[src/rtl/gate_truth_table_decoder.sv]
// -----------------------------------------------------------------------------
// gate_truth_table_decoder
//
// Purpose:
//   Exercises an external 2-input gate by driving its inputs through the four
//   combinations 00, 01, 10, 11. Each combination is held for SETTLE_CYCLES
//   clock cycles, then the gate output is sampled for one cycle. The four
//   samples form a truth table. That table is decoded to a gate identity
//   (AND/OR/NOT(a)/NAND/NOR/XOR/XNOR), or to "unknown" if it matches none.
//   The block also flags an output that moved between the last settle cycle
//   and the sample cycle.
//
// Parameters:
//   SETTLE_CYCLES  cycles each vector is held before sampling (legal 1..15)
//
// Ports:
//   clk          in   1  clock, all state updates on the rising edge
//   rst_n        in   1  asynchronous active-low reset
//   start        in   1  begin a sweep; only honoured while idle
//   abort        in   1  cancel a sweep in progress and return to idle
//   a_o          out  1  stimulus to gate input a
//   b_o          out  1  stimulus to gate input b
//   y_i          in   1  observed gate output
//   busy         out  1  high from the cycle after start until DONE
//   done         out  1  one-cycle pulse when results become valid
//   truth_table  out  4  truth_table[{a,b}] = sampled y_i
//   gate_id      out  3  0 AND, 1 OR, 2 NOT(a), 3 NAND, 4 NOR, 5 XOR,
//                        6 XNOR, 7 unknown
//   valid_gate   out  1  gate_id != 7
//   unstable     out  1  y_i moved between last settle cycle and sample cycle
// -----------------------------------------------------------------------------
module gate_truth_table_decoder #(
    parameter int unsigned SETTLE_CYCLES = 2
) (
    input  logic       clk,
    input  logic       rst_n,
    input  logic       start,
    input  logic       abort,
    output logic       a_o,
    output logic       b_o,
    input  logic       y_i,
    output logic       busy,
    output logic       done,
    output logic [3:0] truth_table,
    output logic [2:0] gate_id,
    output logic       valid_gate,
    output logic       unstable
);

    // Gate identity codes.
    localparam logic [2:0] ID_AND     = 3'd0;
    localparam logic [2:0] ID_OR      = 3'd1;
    localparam logic [2:0] ID_NOTA    = 3'd2;
    localparam logic [2:0] ID_NAND    = 3'd3;
    localparam logic [2:0] ID_NOR     = 3'd4;
    localparam logic [2:0] ID_XOR     = 3'd5;
    localparam logic [2:0] ID_XNOR    = 3'd6;
    localparam logic [2:0] ID_UNKNOWN = 3'd7;

    // The settle counter runs 0 .. SETTLE_CYCLES-1 while a vector is driven.
    localparam logic [3:0] SETTLE_LAST = 4'(SETTLE_CYCLES - 1);

    typedef enum logic [1:0] {
        IDLE   = 2'd0,
        DRIVE  = 2'd1,
        SAMPLE = 2'd2,
        DONE   = 2'd3
    } state_t;

    state_t     state_q;
    logic [1:0] idx_q;
    logic [3:0] settle_q;
    logic       a_q;
    logic       b_q;
    logic       y_q;
    logic       busy_q;
    logic       done_q;
    logic [3:0] tt_q;
    logic [2:0] gate_id_q;
    logic       valid_q;
    logic       unstable_q;

    logic [3:0] tt_d;
    logic [2:0] gate_id_d;
    logic [1:0] idx_next;

    // Maps a complete truth table (bit3..0 = inputs 11,10,01,00) to a gate.
    function automatic logic [2:0] decode_gate(input logic [3:0] tt);
        logic [2:0] id;
        case (tt)
            4'b1000: id = ID_AND;
            4'b1110: id = ID_OR;
            4'b0011: id = ID_NOTA;
            4'b0111: id = ID_NAND;
            4'b0001: id = ID_NOR;
            4'b0110: id = ID_XOR;
            4'b1001: id = ID_XNOR;
            default: id = ID_UNKNOWN;
        endcase
        return id;
    endfunction

    // Truth table as it will look once the current sample is written.
    // Decoding this (rather than tt_q) lets gate_id update in the same cycle
    // that done rises, because the last entry is captured on that same edge.
    always_comb begin
        tt_d         = tt_q;
        tt_d[idx_q]  = y_i;
        gate_id_d    = decode_gate(tt_d);
        idx_next     = idx_q + 2'd1;
    end

    // Sweep sequencer. All outputs are registered here. An abort during
    // DRIVE or SAMPLE throws away the partial table and any previous result.
    // Once DONE is reached, the done pulse always completes.
    always_ff @(posedge clk or negedge rst_n) begin
        if (!rst_n) begin
            state_q    <= IDLE;
            idx_q      <= 2'd0;
            settle_q   <= 4'd0;
            a_q        <= 1'b0;
            b_q        <= 1'b0;
            y_q        <= 1'b0;
            busy_q     <= 1'b0;
            done_q     <= 1'b0;
            tt_q       <= 4'd0;
            gate_id_q  <= ID_UNKNOWN;
            valid_q    <= 1'b0;
            unstable_q <= 1'b0;
        end else begin
            done_q <= 1'b0;

            if (abort && (state_q == DRIVE || state_q == SAMPLE)) begin
                state_q    <= IDLE;
                idx_q      <= 2'd0;
                settle_q   <= 4'd0;
                a_q        <= 1'b0;
                b_q        <= 1'b0;
                busy_q     <= 1'b0;
                tt_q       <= 4'd0;
                gate_id_q  <= ID_UNKNOWN;
                valid_q    <= 1'b0;
                unstable_q <= 1'b0;
            end else begin
                unique case (state_q)
                    IDLE: begin
                        // abort takes priority over start when both are
                        // asserted in the same cycle.
                        if (start && !abort) begin
                            state_q    <= DRIVE;
                            idx_q      <= 2'd0;
                            settle_q   <= 4'd0;
                            a_q        <= 1'b0;
                            b_q        <= 1'b0;
                            busy_q     <= 1'b1;
                            tt_q       <= 4'd0;
                            unstable_q <= 1'b0;
                        end
                    end

                    DRIVE: begin
                        // y_q holds the output seen on the last settle cycle.
                        // SAMPLE compares against it to detect instability.
                        y_q <= y_i;
                        if (settle_q == SETTLE_LAST) begin
                            settle_q <= 4'd0;
                            state_q  <= SAMPLE;
                        end else begin
                            settle_q <= settle_q + 4'd1;
                        end
                    end

                    SAMPLE: begin
                        tt_q <= tt_d;
                        if (y_i != y_q) begin
                            unstable_q <= 1'b1;
                        end
                        if (idx_q == 2'd3) begin
                            state_q   <= DONE;
                            done_q    <= 1'b1;
                            busy_q    <= 1'b0;
                            gate_id_q <= gate_id_d;
                            valid_q   <= (gate_id_d != ID_UNKNOWN);
                            a_q       <= 1'b0;
                            b_q       <= 1'b0;
                        end else begin
                            idx_q   <= idx_next;
                            a_q     <= idx_next[1];
                            b_q     <= idx_next[0];
                            state_q <= DRIVE;
                        end
                    end

                    DONE: begin
                        state_q <= IDLE;
                    end

                    default: begin
                        state_q <= IDLE;
                    end
                endcase
            end
        end
    end

    assign a_o         = a_q;
    assign b_o         = b_q;
    assign busy        = busy_q;
    assign done        = done_q;
    assign truth_table = tt_q;
    assign gate_id     = gate_id_q;
    assign valid_gate  = valid_q;
    assign unstable    = unstable_q;

endmodule

[config.mk]
export PLATFORM = sky130hd
export DESIGN_NAME = gate_truth_table_decoder
export DESIGN_NICKNAME = d
export VERILOG_FILES = /design/src/rtl/gate_truth_table_decoder.sv
export SDC_FILE = /design/constraint.sdc
export NUM_CORES = 1
export LEC_CHECK = 0
export CAP_MARGIN = 20
export CELL_PAD_IN_SITES_DETAIL_PLACEMENT = 0
export CELL_PAD_IN_SITES_GLOBAL_PLACEMENT = 2
export CORE_UTILIZATION = 36
export DETAILED_ROUTE_END_ITERATION = 12
export MAX_ROUTING_LAYER = met4
export PLACE_DENSITY_LB_ADDON = 0.1
export RECOVER_POWER = 25
export SYNTH_ARGS = -nofsm -noshare
export SYNTH_HDL_FRONTEND = slang
export SYNTH_SLANG_ARGS = --single-unit
[constraint.sdc]
create_clock -name clk -period 2.7 [get_ports clk]
set_input_delay 0.405 -clock clk [delete_from_list [all_inputs] [get_ports clk]]
set_output_delay 0.405 -clock clk [all_outputs]
set_load 0.02 [all_outputs]
Word-level counts from Yosys, hierarchy flattened
Cells that the tools add are included.
- flip-flop bits (word level): 22
- bits in latches: 0
- memory bits (writable): 0
- memory bits (read-only): 0
- bits of input ports: 5
- output and inout port bits: 13
- logic and storage cells: 96
- memories: 0
- $add $sub $neg: 2
- multiply operators: 0
- divide/modulo/power cells: 0
- order comparisons: 2
- equality and inequality tests: 19
- shifts and indexed selects: 0
- multiplexer cells: 42
- bitwise gates (word level): 1
- reductions and logical operators: 18
- operators by type and width (cell ; count):
    3-bit case mux with 7 select lines ; 1
    1-bit 2-to-1 mux ; 17
    4-bit 2-to-1 mux ; 4
    4-bit case mux with 2 select lines ; 2
    2-bit 2-to-1 mux ; 7
    4-bit == test (second input constant) ; 3
    2-bit AND reduction ; 5
    3-bit 2-to-1 mux ; 3
    3-bit by 1-bit != test with 1-bit output (second input constant) ; 3
    3-bit != test (second input constant) ; 3
    3-bit AND reduction ; 3
    4-bit by 1-bit == test with 1-bit output (second input constant) ; 2
    4-bit by 3-bit == test with 1-bit output (second input constant) ; 2
    1-bit case mux with 2 select lines ; 4
    2-bit case mux with 4 select lines ; 1
    2-bit == test (second input constant) ; 3
    3-bit nonzero test ; 2
    4-bit by 1-bit adder with 4-bit output (second input constant) ; 1
    4-bit bitwise mux ; 1
    4-bit by 2-bit == test with 1-bit output (second input constant) ; 1
    2-bit case mux with 2 select lines ; 1
    2-bit nonzero test ; 2
    1-bit logical AND ; 3
    2-bit by 3-bit less-than comparator with 1-bit output (second input constant) ; 1
    9 further kinds ; 9

Logic depth before layout (Yosys ltp)
- depth in word-level cells: 11
- mapped depth: 7
- depth with buffers taken out: 6

Least setup slack after synthesis
Ideal clock, no wire load.
- kind: register -> register
- start: register idx_q[0]
- end: register valid_q, in the netlist valid_gate
- setup time: 65 ps
- data arrival time: 1798 ps
- required time: 2635 ps
- slack: 837 ps
- stages on the path, launching flop included: 7
- buffers on the path: 0
- clock period less this slack: 1863 ps
- path through: dfrtp_1 inv_1 ha_1 mux2_4 or4_1 a31oi_1 a2111o_1
- word-level cells in the longest chain between the ends: 11
- elaborated cells between the ends (all ways): 21
- those cells by class: 2 x order compare; 9 x eq/ne; 7 x mux; 3 x reduce/logical
- RTL lines (element ; RTL line ; source):
    from (decl) ; 71 ; logic [1:0] idx_q;
    from (signal assigned) ; 187 ; idx_q <= idx_next;
    2-bit by 3-bit less-than comparator with 1-bit output (implied by the code) or 2-bit by 1-bit greater-or-equal comparator with 1-bit output (tied branches) ; 108 ; tt_d[idx_q] = y_i;
    1-bit logical AND (implied by the code) ; 108 ;
    1-bit 2-to-1 mux (implied by the code) ; 108 ;
    1-bit demux with 2-bit select ; 108 ;
    4-bit bitwise mux ; 108 ;
    4-bit == test (tied with other cells) ; 90 ; case (tt)
    3-bit case mux with 7 select lines ; 90 ;
    3-bit != test ; 183 ; valid_q <= (gate_id_d != ID_UNKNOWN);
    1-bit 2-to-1 mux ; 178 ; if (idx_q == 2'd3) begin
    1-bit 2-to-1 mux ; 145 ; unique case (state_q)
    1-bit 2-to-1 mux ; 133 ; if (abort && (state_q == DRIVE || state_q == SAMPLE)) begin
    to (signal assigned) ; 183 ;
    to (decl) ; 80 ; logic valid_q;
Parallel ways exist; a longest one is shown, timed or not. The select of a mux whose other input is x is not followed.
A chain may end at the register's enable or synchronous reset.

Worst setup path in the final report
Same ends and word-level chain as after synthesis.

==> out/results.txt <==
Area contributors post-synth - dfrtp_1 38%, ha_1 8.9%, dfstp_2 6.3%
Hold crit path type - reg -> reg
Drt pass-1 iters - 4
Via count - 969
Run status - complete, no violations
Num rows - 21
Post-Synthesis Cells - 129
CTS max path bufs - 2
Worst setup EP type - flop
Register-to-Register Path Depth - 5
Arrival @ worst endpoint - 2.26 ns
VDD IR max - 0.000477 V
Number of global-route vias before repair - 909
Setup CP Type - reg -> reg
Core ar. - 3340 um2
Tot GR Track Use - 0.155
Worst-path clk slew - 0.13 ns
Synth top area share - 0.378
# nets final - 164
Worst-margin pin slew - 1.22 ns
Synth Register Bits - 22
Switching portion of total power - 0.411
Int Power - 723 uW
Initial antenna violation count - 0
CTS Sinks - 22
Async S/R FF share, synth - 1.00
Clk_skew - 0.0104 ns
First-pass GRT wire length - 4.09 mm
Fillers - 343
# setup viols final - 0
Max-capacitance violation count - 0
Worst setup SP type - flop
Fraction of layout cells with a size suffix above 1 - 0.0872
R2r endpoint - valid_gate$_DFFE_PN0P_
Die width - 61.1 um
Grt total ovfl - 0
Final wirelength - 2.51 mm
Cts hold-fix bufs - 0
Die ar. - 3740 um2
Synth Flop Type - dfrtp_1
Root buf cell - clkbuf_4
PD cells - 812 nW/um2
RR Startpoint - idx_q[0]$_DFFE_PN0P_
# diodes - 0
Normalized max-slew margin - 0.189
Drt drc - 0
Post-layout min period - 2.00 ns
Seq pwr share - 0.363
Commonest cells in the synthesized netlist - 19 x dfrtp_1, 16 x nand2_1, 12 x inv_1, 9 x a21oi_1, 9 x ha_1
Post-route cell area - 1510 um2
Area leader, netlist - dfrtp_1
Skew-Pair Late Insertion Delay - 0.31 ns
Fmax - 0.499 GHz
Initial Util - 0.377
Crit. Startpoint - idx_q[0]$_DFFE_PN0P_
Clock share of power - 0.148
Leak - 0.000687 uW
Critical Path RT - 2.96 ns
Number of port buffers - 17
CP max FO - 10
Placed Area - 1480 um2
CP endpoint - valid_gate$_DFFE_PN0P_
RePlAce Congestion - 0.781
Post-synthesis sequential area ratio - 0.440
Wire length per cell - 12.9 um
Chip Height - 61.1 um
RSZ-0062 raised after global routing - no
Yosys cell types - 37
Final Hold Vio Count - 0
Setup Buffers After CTS - 0
Number of buffers created by CTS - 3
NetSw - 504 uW
Via density - 4.97
Layout area overhead - 20.1%
Hpwl dp - 1.89 mm
First DRT Iteration DRCs - 33
Syn. warnings - 0
Worst R2R Setup Slack - 0.70 ns
I/O pin cnt - 18
Setup TNS - 0 ns
Post-synth EDFFs - 0
Mapped cell area - 1260 um2
H-tree depth - 1
Combinational fraction of design power - 0.489
Period Utilization, post-route - 0.742
Post-DRT Antenna Nets - 0
Largest net degree at the start of global routing - 23
Most common cell in the synthesized netlist - dfrtp_1
CTS-repair resized insts - 0
Net count after synthesis - 143
CTS tree - done
Pins Over Slew Limit - 0
Mean Syn Cell Area - 9.76 um2
==> critical path: stages, from the launching register on <==
cell and delay [ns]:
dfrtp_1 0.45, ha_1 0.42, mux2i_1 0.22, or4_1 0.52, a31oi_1 0.23, a2111o_1 0.13
==> registers in the layout, indices dropped and copies added, names as in the netlist <==
| register | cells |
|---|---|
| settle_q | 4 |
| truth_table | 4 |
| gate_id | 3 |
| idx_q | 2 |
| state_q | 2 |
| a_o | 1 |
| b_o | 1 |
| busy | 1 |
| done | 1 |
| unstable | 1 |
| valid_gate | 1 |
| y_q | 1 |
==> routing by layer <==
metal,track usage,vias to the layer above,wire [um]
met4,0.0292,0,19
met3,0.0378,2,61
met2,0.259,11,1200
met5,-,-,0
li1,-,495,-
met1,0.191,461,1230
==> cell usage in the layout (no fill, tap or decap), types with 5 or more instances in the layout <==
cell type and instances:
mux2i_1 5, nand3_1 5, o31ai_1 5, inv_1 12
a21oi_1 9, clkdlybuf4s50_1 16, dfrtp_1 19, nand2b_1 5
nand2_1 16, ha_1 9
==> worst min-delay path by stage <==
stage                      startpoint                         end  cells after the start
2_1_floorplan                   rst_n             a_o$_DFFE_PN0P_                      0
3_3_place_gp   gate_id[0]$_DFFE_PN1P_      gate_id[0]$_DFFE_PN1P_                      2
3_5_place_dp   gate_id[2]$_DFFE_PN1P_      gate_id[2]$_DFFE_PN1P_                      2
4_1_cts                         rst_n  truth_table[0]$_DFFE_PN0P_                      2
5_1_grt        gate_id[2]$_DFFE_PN1P_      gate_id[2]$_DFFE_PN1P_                      2
6_report       gate_id[2]$_DFFE_PN1P_      gate_id[2]$_DFFE_PN1P_                      2
==> power groups by stage <==
| stage | Clock [uW] | Sequential [uW] | Combinational (uW) |
|---|---|---|---|
| final | 181 | 446 | 600 |
| after global placement | 0 | 451 | 606 |
| after CTS | 197 | 447 | 606 |
| after detailed placement | 0 | 455 | 602 |
| after floorplan | 0 | 476 | 406 |
| after global routing | 202 | 456 | 678 |
==> kinds of logic (layout without fill, tap and decap cells) <==
kind of cell | Yosys count | in the layout | synth area share
simple gates | 43 | 43 | 0.178
compound gates | 30 | 30 | 0.155
flops | 22 | 22 | 0.440
buf+inv | 15 | 35 | 0.0537
fa+ha+maj | 9 | 9 | 0.0895
mux | 8 | 8 | 0.0696
xor+xnor | 2 | 2 | 0.0139
==> area by class of cell <==
class,count,area [um2],area share
multi-input combinational,92,637,0.421
inverter,12,45.0,0.0298
timing repair buffer,19,181,0.120
sequential,22,554,0.367
tap,46,57.6,0.0381
clock buffer,4,36.3,0.0240
==> per-stage QoR <==
stage	cells	util	total power (uW)	hold slack [ns]	worst slack, ns
floorplan	129	-	881	0.109	0.837
global placement	191	0.443	1060	0.452	0.492
detailed placement	191	0.443	1060	0.455	0.496
CTS	195	0.454	1250	0.433	0.676
global route	195	0.453	1340	0.486	0.571
finish	195	0.453	1230	0.472	0.696
(Power assumes the default switching activity.)
